--- src/rtl/lsf_mult_arbiter_if.sv ---
// Request/result bundle between the LSF r-offset calculators and the shared multiplier arbiter.
// master = requester/consumer side, slave = arbiter side.
interface lsf_mult_arbiter_if #(
  parameter int N_REQ = 4,
  parameter int A_W   = 18,
  parameter int B_W   = 15,
  parameter int P_W   = 33,
  parameter int TAG_W = 4
);
  logic [N_REQ-1:0]       req_valid;
  logic [N_REQ-1:0]       req_ready;
  logic [N_REQ*A_W-1:0]   req_a;
  logic [N_REQ*B_W-1:0]   req_b;
  logic [N_REQ*TAG_W-1:0] req_tag;
  logic [N_REQ-1:0]       res_valid;
  logic [P_W-1:0]         res_p;
  logic [TAG_W-1:0]       res_tag;

  modport master (
    output req_valid, req_a, req_b, req_tag,
    input  req_ready, res_valid, res_p, res_tag
  );

  modport slave (
    input  req_valid, req_a, req_b, req_tag,
    output req_ready, res_valid, res_p, res_tag
  );
endinterface

--- src/rtl/lsf_mult_arbiter.sv ---
// Round-robin arbiter sharing one pipelined signed multiplier, with flush/drain and tagged results.
// Optional per-requester saturating grant counters: define LSF_MULT_ARB_CNT_EN.
module lsf_mult_arbiter #(
  parameter int N_REQ   = 4,
  parameter int A_W     = 18,
  parameter int B_W     = 15,
  parameter int P_W     = 33,
  parameter int MUL_LAT = 3,
  parameter int TAG_W   = 4
) (
  input  logic                ap_clk,
  input  logic                ap_rst,
  lsf_mult_arbiter_if.slave   bus,
  input  logic                flush,
  output logic                flush_done,
  output logic                busy,
  output logic [N_REQ*16-1:0] grant_cnt
);

  localparam int PTR_W = $clog2(N_REQ);
  localparam int NST   = MUL_LAT - 1;
  localparam int IF_W  = $clog2(MUL_LAT + 1);

  generate
    if (P_W != A_W + B_W) begin : gPwCheck
      $error("lsf_mult_arbiter: P_W must equal A_W+B_W");
    end
    if (MUL_LAT < 2) begin : gLatCheck
      $error("lsf_mult_arbiter: MUL_LAT must be at least 2");
    end
    if (N_REQ < 2 || N_REQ > 8) begin : gReqCheck
      $error("lsf_mult_arbiter: N_REQ must be in 2..8");
    end
  endgenerate

  typedef enum logic [1:0] {IDLE, RUN, DRAIN} state_t;

  state_t            state_q, state_d;
  logic [PTR_W-1:0]  rrPtr_q, rrPtr_d;
  logic [IF_W-1:0]   inFlight_q, inFlight_d;
  logic              flush_q;

  logic [N_REQ-1:0]  grant;
  logic              grantEn, flushRise, accept, resDone;
  logic [A_W-1:0]    aSel;
  logic [B_W-1:0]    bSel;
  logic [TAG_W-1:0]  tagSel;
  int                idx;

  logic [N_REQ-1:0]         s1Own_q;
  logic signed [A_W-1:0]    s1A_q;
  logic signed [B_W-1:0]    s1B_q;
  logic [TAG_W-1:0]         s1Tag_q;
  logic signed [P_W-1:0]    aExt, bExt, prodFull;

  logic [N_REQ-1:0]  own_q  [NST];
  logic [P_W-1:0]    prod_q [NST];
  logic [TAG_W-1:0]  tag_q  [NST];

  assign flushRise = flush & ~flush_q;
  // A level-high flush blocks grants, which also covers the grant coincident with its rising edge.
  assign grantEn   = !ap_rst && (state_q != DRAIN) && !flush;

  always_comb begin
    grant   = '0;
    rrPtr_d = rrPtr_q;
    aSel    = '0;
    bSel    = '0;
    tagSel  = '0;
    idx     = 0;
    if (grantEn) begin
      for (int k = 0; k < N_REQ; k++) begin
        idx = int'(rrPtr_q) + k;
        if (idx >= N_REQ) idx = idx - N_REQ;
        if (grant == '0 && bus.req_valid[idx]) begin
          grant[idx] = 1'b1;
          rrPtr_d    = (idx + 1 == N_REQ) ? '0 : PTR_W'(idx + 1);
        end
      end
    end
    for (int i = 0; i < N_REQ; i++) begin
      if (grant[i]) begin
        aSel   = bus.req_a[i*A_W +: A_W];
        bSel   = bus.req_b[i*B_W +: B_W];
        tagSel = bus.req_tag[i*TAG_W +: TAG_W];
      end
    end
  end

  assign accept        = |grant;
  assign resDone       = |own_q[NST-1];
  assign bus.req_ready = grant;
  assign bus.res_valid = own_q[NST-1];
  assign bus.res_p     = prod_q[NST-1];
  assign bus.res_tag   = tag_q[NST-1];

  assign aExt     = P_W'(s1A_q);
  assign bExt     = P_W'(s1B_q);
  assign prodFull = aExt * bExt;

  assign inFlight_d = inFlight_q + IF_W'(accept) - IF_W'(resDone);

  always_comb begin
    state_d    = state_q;
    flush_done = 1'b0;
    case (state_q)
      IDLE: begin
        if (flushRise)   state_d = DRAIN;
        else if (accept) state_d = RUN;
      end
      RUN: begin
        if (flushRise)                             state_d = DRAIN;
        else if (inFlight_q == '0 && !accept)      state_d = IDLE;
      end
      DRAIN: begin
        if (inFlight_q == '0) begin
          flush_done = 1'b1;
          state_d    = IDLE;
        end
      end
      default: state_d = IDLE;
    endcase
  end

  assign busy = (state_q != IDLE) || (inFlight_q != '0);

  // Payload registers only load behind a valid owner so res_p/res_tag hold between pulses.
  always_ff @(posedge ap_clk or posedge ap_rst) begin
    if (ap_rst) begin
      state_q    <= IDLE;
      rrPtr_q    <= '0;
      inFlight_q <= '0;
      flush_q    <= 1'b0;
      s1Own_q    <= '0;
      s1A_q      <= '0;
      s1B_q      <= '0;
      s1Tag_q    <= '0;
      for (int s = 0; s < NST; s++) begin
        own_q[s]  <= '0;
        prod_q[s] <= '0;
        tag_q[s]  <= '0;
      end
    end else begin
      state_q    <= state_d;
      rrPtr_q    <= rrPtr_d;
      inFlight_q <= inFlight_d;
      flush_q    <= flush;
      s1Own_q    <= grant;
      if (accept) begin
        s1A_q   <= aSel;
        s1B_q   <= bSel;
        s1Tag_q <= tagSel;
      end
      own_q[0] <= s1Own_q;
      if (|s1Own_q) begin
        prod_q[0] <= prodFull;
        tag_q[0]  <= s1Tag_q;
      end
      for (int s = 1; s < NST; s++) begin
        own_q[s] <= own_q[s-1];
        if (|own_q[s-1]) begin
          prod_q[s] <= prod_q[s-1];
          tag_q[s]  <= tag_q[s-1];
        end
      end
    end
  end

`ifdef LSF_MULT_ARB_CNT_EN
  logic [15:0] grantCnt_q [N_REQ];

  always_ff @(posedge ap_clk or posedge ap_rst) begin
    if (ap_rst) begin
      for (int i = 0; i < N_REQ; i++) grantCnt_q[i] <= '0;
    end else begin
      for (int i = 0; i < N_REQ; i++) begin
        if (flush_done)                                grantCnt_q[i] <= '0;
        else if (grant[i] && grantCnt_q[i] != 16'hFFFF) grantCnt_q[i] <= grantCnt_q[i] + 16'd1;
      end
    end
  end

  always_comb begin
    grant_cnt = '0;
    for (int i = 0; i < N_REQ; i++) grant_cnt[i*16 +: 16] = grantCnt_q[i];
  end
`else
  assign grant_cnt = '0;
`endif

endmodule
--- src/flat_wrapper.sv ---
// flat-port wrapper written by rule: the top's interface ports become plain ports
module lsf_mult_arbiter_flat 
#(
  parameter int N_REQ   = 4,
  parameter int A_W     = 18,
  parameter int B_W     = 15,
  parameter int P_W     = 33,
  parameter int MUL_LAT = 3,
  parameter int TAG_W   = 4
)
  (ap_clk, ap_rst, flush, flush_done, busy, grant_cnt, bus_req_valid, bus_req_a, bus_req_b, bus_req_tag, bus_req_ready, bus_res_valid, bus_res_p, bus_res_tag);
  lsf_mult_arbiter_if #(.N_REQ(N_REQ), .A_W(A_W), .B_W(B_W), .P_W(P_W), .TAG_W(TAG_W)) bus_i ();
  input  logic ap_clk;
  input  logic ap_rst;
  input  logic flush;
  output logic flush_done;
  output logic busy;
  output logic [N_REQ*16-1:0] grant_cnt;
  input wire logic [$bits(bus_i.req_valid)-1:0] bus_req_valid;
  input wire logic [$bits(bus_i.req_a)-1:0] bus_req_a;
  input wire logic [$bits(bus_i.req_b)-1:0] bus_req_b;
  input wire logic [$bits(bus_i.req_tag)-1:0] bus_req_tag;
  output wire logic [$bits(bus_i.req_ready)-1:0] bus_req_ready;
  output wire logic [$bits(bus_i.res_valid)-1:0] bus_res_valid;
  output wire logic [$bits(bus_i.res_p)-1:0] bus_res_p;
  output wire logic [$bits(bus_i.res_tag)-1:0] bus_res_tag;
  assign bus_i.req_valid = bus_req_valid;
  assign bus_i.req_a = bus_req_a;
  assign bus_i.req_b = bus_req_b;
  assign bus_i.req_tag = bus_req_tag;
  assign bus_req_ready = bus_i.req_ready;
  assign bus_res_valid = bus_i.res_valid;
  assign bus_res_p = bus_i.res_p;
  assign bus_res_tag = bus_i.res_tag;
  lsf_mult_arbiter #(.N_REQ(N_REQ), .A_W(A_W), .B_W(B_W), .P_W(P_W), .MUL_LAT(MUL_LAT), .TAG_W(TAG_W)) u_core (.ap_clk(ap_clk), .ap_rst(ap_rst), .bus(bus_i), .flush(flush), .flush_done(flush_done), .busy(busy), .grant_cnt(grant_cnt));
endmodule
--- config.mk ---
export PLATFORM = sky130hd
export DESIGN_NAME = lsf_mult_arbiter_flat
export DESIGN_NICKNAME = d
export VERILOG_FILES = /design/src/rtl/lsf_mult_arbiter_if.sv /design/src/rtl/lsf_mult_arbiter.sv /design/src/flat_wrapper.sv
export SDC_FILE = /design/constraint.sdc
export NUM_CORES = 1
export LEC_CHECK = 0
export ABC_AREA = 1
export CAP_MARGIN = 30
export CORE_MARGIN = 2
export CORE_UTILIZATION = 40
export DETAILED_ROUTE_END_ITERATION = 10
export PLACE_DENSITY = 0.66
export SETUP_SLACK_MARGIN = 0.15
export SYNTH_ARGS = -nofsm -noshare
export SYNTH_HDL_FRONTEND = slang
export SYNTH_SLANG_ARGS = --single-unit
--- constraint.sdc ---
create_clock -name ap_clk -period 17.8 [get_ports ap_clk]
set_clock_uncertainty 0.2 [all_clocks]
set_input_delay 3.56 -clock ap_clk [delete_from_list [all_inputs] [get_ports ap_clk]]
set_output_delay 3.56 -clock ap_clk [all_outputs]
set_load 0.01 [all_outputs]
==> results of run 1 <==
==> worst register-to-register path, delay by kind of cell, from the launching register on <==
family,cells,cell delay (ns)
adder cells (fa/ha/maj),7,4.11
AND/OR/NAND/NOR,10,1.52
flip-flops,1,0.86
AO/OA/AOI/OAI,2,0.51
buffers and inverters,3,0.19
==> area by class of cell <==
class	count	area, sq um	share of cell area
Inverter	519	1960	0.0968
Multi-Input combinational cell	1462	11600	0.574
Sequential cell	130	3250	0.161
Clock buffer	17	425	0.0210
Timing Repair Buffer	210	2090	0.103
Clock inverter	15	143	0.00705
Tap cell	592	741	0.0366
==> power groups by stage <==
stage	Sequential, mW	Clock [mW]	Combinational, mW
2_1_floorplan	0.429	0	1.17
3_5_place_dp	0.541	0	1.42
5_1_grt	0.551	0.373	1.62
3_3_place_gp	0.537	0	1.39
4_1_cts	0.535	0.359	1.43
6_report	0.537	0.350	1.42
==> synthesized netlist by cell type, types with 3 or more instances <==
cell type  instances
nand4_1            6
buf_4            109
nor2_4             5
nand3_2            3
or2_2              9
a21oi_1           40
dfrtp_1          130
xnor2_1           18
a31oi_1            5
fa_1             261
inv_1            511
buf_6              8
xor2_1            11
o21ai_1           15
nor2_1            78
clkbuf_1          75
mux2_2            31
buf_1              3
ha_1              96
buf_2             18
nor3_1             8
a21o_1             3
nand3_1          107
inv_2              6
o21ai_0           69
nand2_1          565
nand2_4            3
nand2_2            9
or2_0             37
==> metal layers <==
metal / vias up / global-route usage / routed length (microns)
met5: - / 0 / 0
met4: 0 / 0.0759 / 1440
met3: 79 / 0.0323 / 2860
met2: 490 / 0.349 / 21800
met1: 6766 / 0.254 / 18900
li1: 6618 / - / -
==> registers in the layout, indices dropped and copies added (netlist names) <==
signal                cells
u_core.bus.res_tag        4
u_core.s1A_q             18
u_core.own_q              4
u_core.tag_q              4
u_core.rrPtr_q            2
u_core.bus.res_valid      4
u_core.s1B_q             15
u_core.s1Tag_q            4
u_core.state_q            2
u_core.flush_q            1
u_core.inFlight_q         2
u_core.prod_q            33
u_core.bus.res_p         33
u_core.s1Own_q            4
==> logic make-up (layout without fill, tap and decap cells) <==
group,Yosys count,count (layout),share of synthesized area
multiplexers,31,31,0.0195
buffers and inverters,732,761,0.182
XOR/XNOR,29,29,0.0142
AND/OR/NAND/NOR,837,837,0.199
other,1,64,0.000210
adder cells (fa/ha/maj),357,357,0.360
flip-flops,130,130,0.182
AO/OA/AOI/OAI,144,144,0.0430
==> stage by stage <==
stage | total power, mW | cells | hold WS, ns | utilization
global placement | 1.93 | 2912 | 0.160 | 0.445
CTS | 2.32 | 2944 | 0.177 | 0.458
global route | 2.54 | 2945 | 0.184 | 0.458
floorplan | 1.60 | 2324 | 0.154 | -
detailed placement | 1.96 | 2912 | 0.169 | 0.445
finish | 2.31 | 2945 | 0.179 | 0.458
==> final timing paths <==
| path | to | slack (ns) | cells after the start |
|---|---|---|---|
| worst max-delay path | bus_req_ready[0] | 7.24 | 18 |
| worst min-delay path | u_core.bus.res_valid[2] | 0.18 | 0 |
| worst max register to register | u_core.prod_q[65] | 10.29 | 22 |
| worst min register to register | u_core.bus.res_valid[2] | 0.18 | 0 |
| max in group asynchronous | u_core.bus.res_p[31] | 12.66 | 3 |
| min in group asynchronous | u_core.rrPtr_q[1] | 3.39 | 2 |
==> summary.md, run 1 <==
| Metric | Value |
|---|---|
| Hold Vio Cnt, Final | 0 |
| Layout cells sized above 1 | 0.0493 |
| CP cell instances | clkdlybuf4s50_1 > nand2_1 > nand3_1 > nand2_1 > inv_2 > nand2_1 > nor2_2 > nand3_1 > nand2_2 > nor2_4 > nand3_1 > nand2_1 > nor2_4 > nand3_2 > nand2_1 > nand3_1 > inv_2 > clkdlybuf4s50_1 |
| Commonest non-fill, non-tap cell in the layout | nand2_1 |
| Final worst setup slack | slightly above 7 ns |
| Crit end category | output port |
| Top delay family on crit path | buffers and inverters |
| Final nets | 2,852 |
| Slowest cell on crit path | clkdlybuf4s50_1 |
| Number of port buffers | about 200 |
| Pre-CTS setup slack | just over 7 ns |
| Data required, critical path | about 14 ns |
| DIE HEIGHT | between 200 and 250 microns |
| Clock Sinks | 130 |
| Most common cell on crit path | nand2_1 |
| CTS Root Cell | clkbuf_16 |
| Synth cell types | 44 |
| R2R Path Start | u_core.s1B_q[4] |
| Cell-internal power | 1.14 mW |
| Post-synth top area cell | fa_1 |
| Vias/cell | roughly 4.7 |
| Ranking of synthesized cells by area | fa_1, dfrtp_1, nand2_1 |
| HPWL Detailed | 35.3 mm |
| Worst IR drop on VDD | 0.0717 mV |
| Type of the worst min-delay path | reg -> reg |
| Postcts setup bufs | 0 |
| RSZ-0062 raised after global routing | false |
| Psw | 1.16 mW |
| Max-Cap Viols | 0 |
| Pwr dens | between 100 and 150 mW/mm^2 |
| # IOs | between 200 and 300 |
| CTS tree | yes |
| Crit path time final | ~11 ns |
| #FFs+latches synth | 130 |
| First-pass GRT wire length | approximately 75 mm |
| Starting Density | 0.405 |
| # DRC | 0 |
| Post-synthesis cell count | about 2,300 |
| Netlist Area Pre-Place | 0.0179 sq mm |
| DP Area | between 0.015 and 0.02 sq mm |
| CP Max Fanout | 39 |
| Cts bufs inserted | 17 |
| H-tree levels | 4 |
| Clock network power share | 0.152 |
| Drt wl/cell | between 15 and 20 microns |
| Worst-path clk slew | around 0.060 ns |
| Layout area overhead | 13.2% |
| First-pass iteration count of the detailed router | 5 |
| Iteration-0 DRC count of the detailed router | 926 |
| Area share of the largest cell type after synthesis | 0.293 |
| Setup crit start kind | input port |
| EDFF count, synth | 0 |
| Actual slew at the worst max-slew pin | roughly 0.99 ns |
| Total track usage | 0.202 |
| Commonest cells after routing, fill and taps aside | nand2_1, inv_1, fa_1, clkdlybuf4s50_1, dfrtp_1 |
| Avg Inst Size Synth | 7.90 sq um |
| Worst setup path start | bus_req_valid[2] |
| Final slew viol count | 0 |
| Initial antenna violation count | 0 |
| Synth Warn # | 0 |
| Run status | finished, final reports clean |
| Setup TNS | 0 ns |
| Vias in the first global route | about 15,000 |
| Worst relative slew slack | 0.337 |
| WS Path Type | in -> out |
| Period utilisation layout | 0.593 |
| Core ar. | ~0.044 sq mm |
| Leakage dissipation | between 10 and 15 nW |
| Max clock buf depth | 2 |
| CTS resizes | 0 |
| Largest net degree at the start of global routing | 76 |
| Critical path arrival | slightly below 7 ns |
| Grt ovf | 0 |
| Post-route antenna net violation count | 0 |
| Switching part of the total | 0.505 |
| Final Wtd Congestion | around 0.86 |
| Die footprint | ~0.046 sq mm |
| # rows | 77 |
| Main synth FF type | dfrtp_1 |
| Filler cell count | 4,405 |
| Sequential power share | 0.233 |
| Post-synth ARST share | 1.00 |
| Max Fclk | between 90 and 100 MHz |
| Via count | 14,000 |
| Chip Width | ~220 microns |
| Final wirelength | roughly 45 mm |
| Post-cts hold buffer count | 0 |
| Crit-path max cell delay | between 0.6 and 0.7 ns |
| Post-route cell area | roughly 0.020 sq mm |
| Skew-Pair Late Insertion Delay | roughly 0.44 ns |
| Hold path startpoint | u_core.own_q[6] |
| Final setup viols | 0 |
| Comb pwr share | 0.615 |
| Sequential fraction of the synthesis area | 0.182 |
| CP Buf/Inv Count | 4 |
| Ant diodes | 0 |
(Power assumes the default switching activity.)
==> inputs of run 2 (changes only) <==
- clock period: 17.8 -> 10.8 ns (I/O delays scaled with it)
==> run 2 against run 1 <==
Net effect: flip-flop and latch count unchanged; highest routed layer unchanged; register-to-register slack worse by 6.7 ns; routed wire length shrank 2.4%; die area stayed put; non-clock buffer count unchanged; count of clock-buffer cells in the layout rose by 1; largest power group unchanged; total power increased by 63%; via count is 0.16% lower.
==> summary.md, run 2 (same netlist as run 1, synthesis figures left out) <==
| Metric | Value |
|---|---|
| Starting Density | 0.405 |
| Total track usage | 0.199 |
| H-tree levels | 4 |
| Data required, critical path | roughly 8.4 ns |
| Commonest cells after routing, fill and taps aside | nand2_1, inv_1, fa_1, clkdlybuf4s50_1, dfrtp_1 |
| Sequential power share | 0.236 |
| Period utilisation layout | 0.743 |
| Area of the multi-input gates | 0.0116 sq mm |
| First-pass GRT wire length | roughly 74 mm |
| # rows | between 70 and 80 |
| R2R Path Start | u_core.s1B_q[4] |
| Max-Cap Viols | 0 |
| Max clock buf depth | 2 |
| # IOs | ~270 |
| Setup TNS | 0 ns |
| Slowest cell on crit path | clkdlybuf4s50_1 |
| Iteration-0 DRC count of the detailed router | about 860 |
| CTS resizes | 0 |
| CTS tree | yes |
| Crit-path max cell delay | around 0.55 ns |
| Actual slew at the worst max-slew pin | approximately 0.95 ns |
| Pwr dens | between 150 and 200 mW/mm^2 |
| WS Path Type | in -> out |
| Grt met3 use | 0.0283 |
| Clock network power share | 0.149 |
| Run status | finished, final reports clean |
| Chip Width | roughly 220 microns |
| Postcts setup bufs | 0 |
| Setup crit start kind | input port |
| Final nets | about 2,900 |
| Crit end category | output port |
| Largest net degree at the start of global routing | 73 |
| First-pass iteration count of the detailed router | 5 |
| HPWL Detailed | around 35 mm |
| Worst relative slew slack | 0.368 |
| Final slew viol count | 0 |
| Final Wtd Congestion | 0.868 |
| RSZ-0062 raised after global routing | false |
| Crit path time final | 8.02 ns |
| DIE HEIGHT | 215 microns |
| Hold Vio Cnt, Final | 0 |
| Met2 Usage GRT | 0.339 |
| CP cell instances | clkdlybuf4s50_1 > nand2_1 > nand3_1 > nand2_1 > inv_2 > nand2_1 > nor2_2 > nand3_1 > nand2_2 > nor2_4 > nand3_1 > nand2_2 > nor2_4 > nand4_1 > nand2_1 > nand2_1 > buf_4 > inv_1 > buf_16 > clkdlybuf4s50_1 |
| Layout area overhead | 13.5% |
| CP Buf/Inv Count | 6 |
| Commonest non-fill, non-tap cell in the layout | nand2_1 |
| Hold Slack | 0.180 ns |
| Register area | roughly 0.0033 sq mm |
| Layout cells sized above 1 | 0.0493 |
| Final wirelength | 43.9 mm |
| Post-route antenna net violation count | 0 |
| Max Fclk | 125 MHz |
| Initial antenna violation count | 1 |
| Comb pwr share | 0.616 |
| Type of the worst min-delay path | reg -> reg |
| Via count | approximately 14,000 |
| Final setup viols | 0 |
| Psw | approximately 1.9 mW |
| CTS Root Cell | clkbuf_16 |
| Leakage dissipation | roughly 12 nW |
| R2R Path End | u_core.prod_q[65] |
| Top delay family on crit path | buffers and inverters |
| CP Max Fanout | 39 |
| Most common cell on crit path | nand2_1 |
| # DRC | 0 |
| Post-cts hold buffer count | 0 |
| Vias/cell | between 4 and 5 |
| Switching part of the total | 0.499 |
| Most Crowded Layer GR | met2 |
| Cts bufs inserted | 17 |
| Number of port buffers | approximately 200 |
| Reg2reg setup slack | approximately 3.6 ns |
| Grt ovf | 0 |
| Critical path arrival | 5.66 ns |
| Vias in the first global route | between 10,000 and 15,000 |
| Cells on worst reg2reg path | 22 |
| Filler cell count | 4,334 |
| Hold Path Stages | 0 |
| Skew-Pair Late Insertion Delay | approximately 0.44 ns |
| Die footprint | 0.0463 sq mm |
| Worst-path clk slew | around 0.060 ns |
| Core ar. | roughly 0.044 sq mm |
| Cell-internal power | 1.88 mW |
| Clock Sinks | 130 |
| Hold path startpoint | u_core.own_q[6] |
| Worst IR drop on VDD | 0.116 mV |
| Met1 Usage GRT | 0.257 |
| Hold EP | u_core.bus.res_valid[2] |
| Drt wl/cell | about 15 microns |
## run 2: changes by cell type in the layout (fill, tap and decap cells not counted)
cell	before	now
diode_2	0	1
buf_4	8	5
clkinv_8	1	0
inv_8	4	1
buf_12	1	2
inv_6	7	8
clkbuf_8	0	1
clkinvlp_4	2	4
buf_16	0	2
## run 2: worst max path at each step
stage	to	cells past startpoint	start
after detailed placement	bus_req_ready[1]	20	bus_req_valid[2]
after floorplan	u_core.prod_q[65]	24	u_core.s1B_q[4]
after global routing	bus_req_ready[1]	20	bus_req_valid[2]
final	bus_req_ready[1]	20	bus_req_valid[2]
after CTS	bus_req_ready[1]	20	bus_req_valid[2]
after global placement	bus_req_ready[1]	19	bus_req_valid[2]
## run 2: stage by stage
stage	std cells	setup WS (ns)	instance area, sq um	utilization	total power, mW
4_1_cts	2943	2.77	20200	0.458	3.78
2_1_floorplan	2324	4.26	18100	-	2.64
6_report	2946	2.78	20300	0.459	3.75
3_5_place_dp	2911	2.78	19700	0.446	3.21
3_3_place_gp	2909	2.43	19600	0.444	3.15
5_1_grt	2946	2.51	20300	0.459	4.16
## run 2: cell type report
class | instances | share of cell area
inverters | 519 | 0.0966
repair buffers | 210 | 0.106
clock buffers | 18 | 0.0217
flip-flops and latches | 130 | 0.161
well taps | 592 | 0.0366
diodes | 1 | 0.000123
multi-input cells | 1462 | 0.573
clock inverters | 14 | 0.00574
## run 2: metal layers
metal / part of all wire / routed length (microns) / up-vias
met5: 0 / 0 / -
met4: 0.031 / 1380 / 0
met3: 0.063 / 2760 / 85
met2: 0.48 / 21000 / 500
met1: 0.43 / 18700 / 6730
li1: - / - / 6615
## run 2: power by group through the flow
stage,clock (mW),sequential [mW],combinational (mW)
5_1_grt,0.593,0.908,2.65
3_3_place_gp,0,0.883,2.27
3_5_place_dp,0,0.890,2.32
4_1_cts,0.571,0.881,2.33
6_report,0.557,0.884,2.31
2_1_floorplan,0,0.707,1.94
